## config.mk

```make
export PLATFORM = sky130hd
export DESIGN_NAME = block_mem_arbiter
export DESIGN_NICKNAME = d
export VERILOG_FILES = /design/src/rtl/def_pack.sv /design/src/rtl/block_mem_arbiter.sv
export SDC_FILE = /design/constraint.sdc
export NUM_CORES = 1
export LEC_CHECK = 0
export CORE_AREA = 2 2 78 80
export CTS_BUF_LIST = sky130_fd_sc_hd__clkbuf_4 sky130_fd_sc_hd__clkbuf_8 sky130_fd_sc_hd__clkbuf_16
export CTS_CLUSTER_SIZE = 10
export DETAILED_ROUTE_END_ITERATION = 8
export DIE_AREA = 0 0 80 82
export GPL_TIMING_DRIVEN = 0
export PLACE_DENSITY = 0.77
export SLEW_MARGIN = 10
export SYNTH_ARGS = -nofsm -noshare
export SYNTH_HDL_FRONTEND = slang
export SYNTH_SLANG_ARGS = --single-unit
```

## constraint.sdc

```tcl
create_clock -name CLK -period 1.43 [get_ports CLK]
set_input_delay 0.286 -clock CLK [delete_from_list [all_inputs] [get_ports CLK]]
set_output_delay 0.286 -clock CLK [all_outputs]
set_load 0.02 [all_outputs]
```

## src/rtl/def_pack.sv

```systemverilog
// rtl/def_pack.sv - shared types and sizes for the block-memory arbiter
package def_pack;

    localparam int MEM_ADDR_W = 10;
    localparam int MEM_DATA_W = 32;
    localparam int WAIT_CNT_W = 4;

    typedef enum logic {
        OWNER_I = 1'b0,
        OWNER_D = 1'b1
    } mem_owner_t;

    typedef struct packed {
        logic       valid;
        mem_owner_t owner;
        logic       write;
    } mem_tag_t;

endpackage

```

## src/rtl/block_mem_arbiter.sv

```systemverilog
// rtl/block_mem_arbiter.sv - fetch/data arbiter in front of the single-port block memory
module block_mem_arbiter
    import def_pack::*;
#(
    parameter int ADDR_W       = MEM_ADDR_W,
    parameter int DATA_W       = MEM_DATA_W,
    parameter int STARVE_LIMIT = 4
) (
    input  logic              CLK,
    input  logic              RST,

    input  logic              I_REQ,
    input  logic [ADDR_W-1:0] I_ADDR,
    output logic              I_GNT,
    output logic              I_RVALID,
    output logic [DATA_W-1:0] I_RDATA,

    input  logic              D_REQ,
    input  logic              D_WE,
    input  logic [ADDR_W-1:0] D_ADDR,
    input  logic [DATA_W-1:0] D_WDATA,
    output logic              D_GNT,
    output logic              D_RVALID,
    output logic [DATA_W-1:0] D_RDATA,

    output logic              MEM_ENABLED,
    output logic [ADDR_W-1:0] MEM_ADDRESS,
    output logic              MEM_WRITE_ENABLE,
    output logic [DATA_W-1:0] MEM_WRITE_DATA,
    input  logic [DATA_W-1:0] MEM_READ_DATA
);

    localparam logic [WAIT_CNT_W-1:0] STARVE_THRESH = WAIT_CNT_W'(STARVE_LIMIT);
    localparam logic [WAIT_CNT_W-1:0] WAIT_MAX      = '1;

    mem_tag_t              tag_q;
    logic [WAIT_CNT_W-1:0] wait_cnt;
    logic                  starve;
    logic                  i_gnt;
    logic                  d_gnt;

    // Grant decision: D wins unless I has been denied long enough; nothing is granted during reset.
    always_comb begin
        starve = (wait_cnt >= STARVE_THRESH);
        d_gnt  = 1'b0;
        i_gnt  = 1'b0;
        if (!RST) begin
            d_gnt = D_REQ & ~(I_REQ & starve);
            i_gnt = I_REQ & ~d_gnt;
        end
    end

    assign I_GNT = i_gnt;
    assign D_GNT = d_gnt;

    // Memory drive: steer the winning port's fields to the memory, zeros when nobody is granted.
    always_comb begin
        MEM_ENABLED      = i_gnt | d_gnt;
        MEM_ADDRESS      = '0;
        MEM_WRITE_ENABLE = 1'b0;
        MEM_WRITE_DATA   = '0;
        if (d_gnt) begin
            MEM_ADDRESS      = D_ADDR;
            MEM_WRITE_ENABLE = D_WE;
            MEM_WRITE_DATA   = D_WE ? D_WDATA : '0;
        end else if (i_gnt) begin
            MEM_ADDRESS = I_ADDR;
        end
    end

    // Response tag follows the grant by one cycle; aging counter tracks how long I has been refused.
    always_ff @(posedge CLK) begin
        if (RST) begin
            tag_q    <= '{valid: 1'b0, owner: OWNER_I, write: 1'b0};
            wait_cnt <= '0;
        end else begin
            tag_q.valid <= i_gnt | d_gnt;
            tag_q.owner <= d_gnt ? OWNER_D : OWNER_I;
            tag_q.write <= d_gnt & D_WE;
            if (I_REQ && !i_gnt) begin
                if (wait_cnt != WAIT_MAX) begin
                    wait_cnt <= wait_cnt + 1'b1;
                end
            end else begin
                wait_cnt <= '0;
            end
        end
    end

    // Response routing: RST masks the tag so an access granted just before reset never answers.
    always_comb begin
        I_RVALID = tag_q.valid & (tag_q.owner == OWNER_I) & ~RST;
        D_RVALID = tag_q.valid & (tag_q.owner == OWNER_D) & ~RST;
        I_RDATA  = I_RVALID ? MEM_READ_DATA : '0;
        D_RDATA  = (D_RVALID && !tag_q.write) ? MEM_READ_DATA : '0;
    end

endmodule

```

# After elaboration in Yosys (flattened, before gate mapping)
# Cells that the tools add are included.
[word_totals] register_bits=7 output_inout_bits=112 inputBits=89
[classes] magnitude_cmp=1 add_sub_neg=1 eq_ne=1 muxes=10 n_reduce_logical=5 n_bitwise=14
[ops] cell="$mux 32" count=4
[ops] cell="$mux 10" count=2
[ops] cell="$and 1x1->1" count=8
[ops] cell="$not 1->1" count=5
[ops] cell="$add 4x1->4 const B" count=1
[ops] cell="$ge 4x3->1 const B" count=1
[ops] cell="$mux 1" count=4
[ops] cell="$ne 4x4->1 const B" count=1
[ops] cell="$logic_and 1x1->1" count=2
[ops] cell="$logic_not 1->1" count=2
[ops] cell="$reduce_or 2->1" count=1
[ops] cell="$or 1x1->1" count=1

# Depth between registers and ports, before layout
[logic_depth] depth_word=11 depth_mapped=5

# Least setup slack after synthesis
# Ideal clock, no wire load.
[synth_timing] path_type="register to output" startpoint="reg wait_cnt[3]" endpoint="out MEM_WRITE_DATA[15]" path_slack_ns=-0.078 t_arrival_ns=1.222 path_stages_with_launch=6 required_ns=1.144 cell_sequence="dfxtp_1 -> o21ai_0 -> and3b_1 -> buf_2 -> buf_4 -> and3_1"
[synth_between] elab_chain_len=6
[synth_rtl] item="start: declaration" line="block_mem_arbiter.sv:37" source="logic [WAIT_CNT_W-1:0] wait_cnt;"
[synth_rtl] item="start signal: assignment" line="block_mem_arbiter.sv:82" source="wait_cnt <= wait_cnt + 1'b1;"
[synth_rtl] item="$ge 4x3->1" line="block_mem_arbiter.sv:44" source="starve = (wait_cnt >= STARVE_THRESH);"
[synth_rtl] item="$and 1x1->1" line="block_mem_arbiter.sv:48" source="d_gnt = D_REQ & ~(I_REQ & starve);"
[synth_rtl] item="$not 1->1" line="block_mem_arbiter.sv:48"
[synth_rtl] item="$and 1x1->1" line="block_mem_arbiter.sv:48"
[synth_rtl] item="$mux 1" line="block_mem_arbiter.sv:47" source="if (!RST) begin"
[synth_rtl] item="net D_GNT" line="block_mem_arbiter.sv:22" source="output logic D_GNT,"
[synth_rtl] item="$mux 32" line="block_mem_arbiter.sv:62" source="if (d_gnt) begin"
[synth_rtl] item="end: declaration" line="block_mem_arbiter.sv:29" source="output logic [DATA_W-1:0] MEM_WRITE_DATA,"
# The timed path passes the listed nets, and every way through them passes these cells.

# Final worst setup path
[layout_timing] startpoint="reg wait_cnt[3]" endpoint="out MEM_ADDRESS[2]"
[layout_between] elab_chain_len=9
[layout_rtl] item="$ge 4x3->1 *" line="block_mem_arbiter.sv:44"
[layout_rtl] item="$and 1x1->1 *" line="block_mem_arbiter.sv:48"
[layout_rtl] item="$not 1->1 *" line="block_mem_arbiter.sv:48"
[layout_rtl] item="$and 1x1->1 *" line="block_mem_arbiter.sv:48"
[layout_rtl] item="$not 1->1" line="block_mem_arbiter.sv:49" source="i_gnt = I_REQ & ~d_gnt;"
[layout_rtl] item="$and 1x1->1" line="block_mem_arbiter.sv:49"
[layout_rtl] item="$mux 1" line="block_mem_arbiter.sv:47"
[layout_rtl] item="$mux 10" line="block_mem_arbiter.sv:66" source="end else if (i_gnt) begin"
[layout_rtl] item="$mux 10 *" line="block_mem_arbiter.sv:62"
[layout_rtl] item="end: declaration" line="block_mem_arbiter.sv:27" source="output logic [ADDR_W-1:0] MEM_ADDRESS,"
# Mark *: on every way between the ends. The rest lies on a longest branch, timed or not.

==> results.md <==
* Status: finished, violations left
* Failing checks: negative setup slack
* Ranking of synthesized cells by area: and2_1 41%, and3_1 19%, dfxtp_1 13%
* Post-synthesis cell type count at 19
* Vias per cell at 4.34
* Post-route DRC at 0
* # IOs at 201
* Wire per inst at 15.4 um
* DRT iter0 DRCs at 22
* Pin count of the biggest net entering global routing at 11
* Row cnt at 28
* Worst Setup Slack, final at -0.344 ns
* Peak VDD IR at 0.466 mV
* Total Power at 1.36 mW
* Placed cell areas at 3230 um^2
* Total Routing Usage GR at 0.188
* Core area at 5750 um^2
* Total number of vias at 1946
* Initial antenna violation count at 0
* Power Dens Cells at 348 nW/um^2
* Critical path's slowest cell: dfxtp_2
* Final period util at 1.24
* Crit path time final at 1.77 ns
* F_max at 0.564 GHz
* Register area at 145 um^2
* Worst EP arrival at 1.49 ns
* Final core utilization at 0.682
* H-tree depth at 1
* Ys Warns at 0
* Required @ worst endpoint at 1.14 ns
* Startpoint type of the worst setup path: flip-flop
* Post-synth EDFFs at 0
* Worst-skew pair later-pin latency at 0.22 ns
* Layout Cells excl Fill at 448
* Most used cell, CP: buf_4
* Mapped Nets at 238
* Crit end category: primary output
* Worst Path Class, Setup: reg2out
* Global-route wire length before repair at 9650 um
* Area Overhead vs Synth at 277%
* RSZ-0062 raised after global routing: yes
* Nets at 464
* Buffers on Ports at 200
* ANT cells at 0
* Synth Flop Type: dfxtp_1
* CTS sink cnt at 7
* Die ar. at 6560 um^2
* Placed insts at 423
* Design area at 3920 um^2
* Filler cells at 464
* Avg Inst Size Synth at 7.03 um^2
* CTS Buf Count at 3
* DPL Wire Length at 4840 um
* Final WL at 6880 um
* Gr ovfl total at 0
* Asr flop ratio synth at 0
* Post-synth top area share at 0.409
* Die Y at 82 um
* Final Max Tran Viols at 0
* CTS tree: done
* Hold WC Path Type: in2reg
* Layout cells sized above 1 at 0.686
* Yosys reg bits at 7
* Mapped Area at 1040 um^2
* Most frequent cell after synthesis: and2_1
* Crit Path Max Fanout at 4
* Maxcap violations at 0
* Die Span X at 80 um
* Setup TNS at -28.47 ns
* Sequential area share after synthesis at 0.135
* Final Skew at 0.000721 ns
* Pre-antenna DRT Iters at 3
* Syn Inst Count at 148
* Leakage at 1.89 nW
* Clock Path Buffers at 2
* Final Hold Fails at 0
* CTS clock-pin slew for the worst setup and hold paths at 0.04 ns
* Yosys top cell by area: and2_1
* Root Buffer: clkbuf_8
* Placer Congestion at 0.739
* Cell Chain, Critical Path: o21ai_2 -> and3b_2 -> buf_4 -> buf_4 -> a22o_1 -> buf_2
* Most frequent cells after synthesis: 68 x and2_1, 32 x and3_1, 10 x a22o_1
* Vias in the first global route at 1905
* Initial core utilization at 0.181
* CP peak stage delay at 0.32 ns
* Setup violators final at 109
* Footprint of the multi-input gates at 1100 um^2
* Final ANT Viol Nets at 0
[report_power, final]
group / switching [mW] / leakage [nW] / internal, mW
Combinational: 0.325 / 1.81 / 0.539
Clock: 0.0789 / 0.0262 / 0.211
Sequential: 0.00411 / 0.0585 / 0.204
[layout by cell type, fill, tap and decap left out]
| master | count |
|---|---|
| buf_4 | 7 |
| dfxtp_2 | 4 |
| dfxtp_1 | 3 |
| and2_1 | 3 |
| nor2b_1 | 1 |
| nand2b_1 | 1 |
| o21ai_2 | 1 |
| clkbuf_4 | 1 |
| buf_8 | 12 |
| a22o_1 | 10 |
| dlygate4sd2_1 | 3 |
| and3b_2 | 2 |
| clkdlybuf4s15_1 | 1 |
| clkbuf_8 | 3 |
| buf_2 | 4 |
| buf_6 | 120 |
| and2_4 | 65 |
| nor3b_4 | 1 |
| buf_12 | 1 |
| clkdlybuf4s50_1 | 85 |
| and4b_1 | 1 |
| and3_2 | 14 |
| a21oi_2 | 1 |
| clkbuf_2 | 3 |
| and2b_4 | 1 |
| conb_1 | 1 |
| and3_1 | 2 |
| and3b_1 | 1 |
| and3_4 | 16 |
| ha_1 | 1 |
| nor2_1 | 4 |
[through the flow]
stage                     hold WS (ns)  worst slack (ns)
after floorplan                  0.358           0.00465
after detailed placement         0.411             -1.27
after global routing             0.335            -0.411
final                            0.334            -0.344
after global placement           0.406             -1.23
after CTS                        0.337            -0.315
[final timing paths]
check	to	cells after the start	startpoint	slack [ns]
setup / recovery	MEM_ADDRESS[2]	6	wait_cnt[3]$_SDFFE_PP0P_	-0.34
hold reg to reg	wait_cnt[0]$_SDFFE_PP0P_	1	wait_cnt[0]$_SDFFE_PP0P_	0.42
hold / removal	tag_q[2]$_SDFF_PP0_	2	RST	0.33
setup reg to reg	tag_q[0]$_SDFF_PP0_	5	wait_cnt[3]$_SDFFE_PP0P_	0.31
[logic make-up after synthesis]
| kind of cell | synth area share |
|---|---|
| buffers and inverters | 0.0734 |
| other | 0.00361 |
| DFF | 0.135 |
| and+or+nand+nor | 0.682 |
| AOI/OAI and AO/OA | 0.0938 |
| adders and majority gates | 0.0120 |
[sequential cells by signal (all words and copies together) (netlist names)]
register,cells
tag_q,3
wait_cnt,4
[metal layers]
layer / vias up / wire (um) / GRT usage
met2: 104 / 3780 / 0.368
li1: 950 / - / -
met5: - / 0 / 0
met4: 0 / 121 / 0.0542
met1: 882 / 2400 / 0.196
met3: 10 / 584 / 0.0473
[critical path, delay by kind of cell, from the launching register on]
kind	cells	cell delay (ns)
AOI/OAI and AO/OA	2	0.28
buffers and inverters	3	0.45
DFF	1	0.32
and+or+nand+nor	1	0.21
[timing repair]
item                                    in CTS  in global routing
buffers inserted                            10                  3
pin swaps                                   52                 16
endpoints found under the setup margin     113                110
gates resized for setup                    761                 37
cloned                                       8                  2
hold buffers                                 0                  0
[layout make-up]
cell class,instances,share of cell area
timing repair buffer,221,0.602
multi-input combinational,126,0.281
buffer,15,0.0431
sequential,7,0.0371
tap,75,0.0240
clock buffer,4,0.0125
Power figures use the tool's default switching activity.
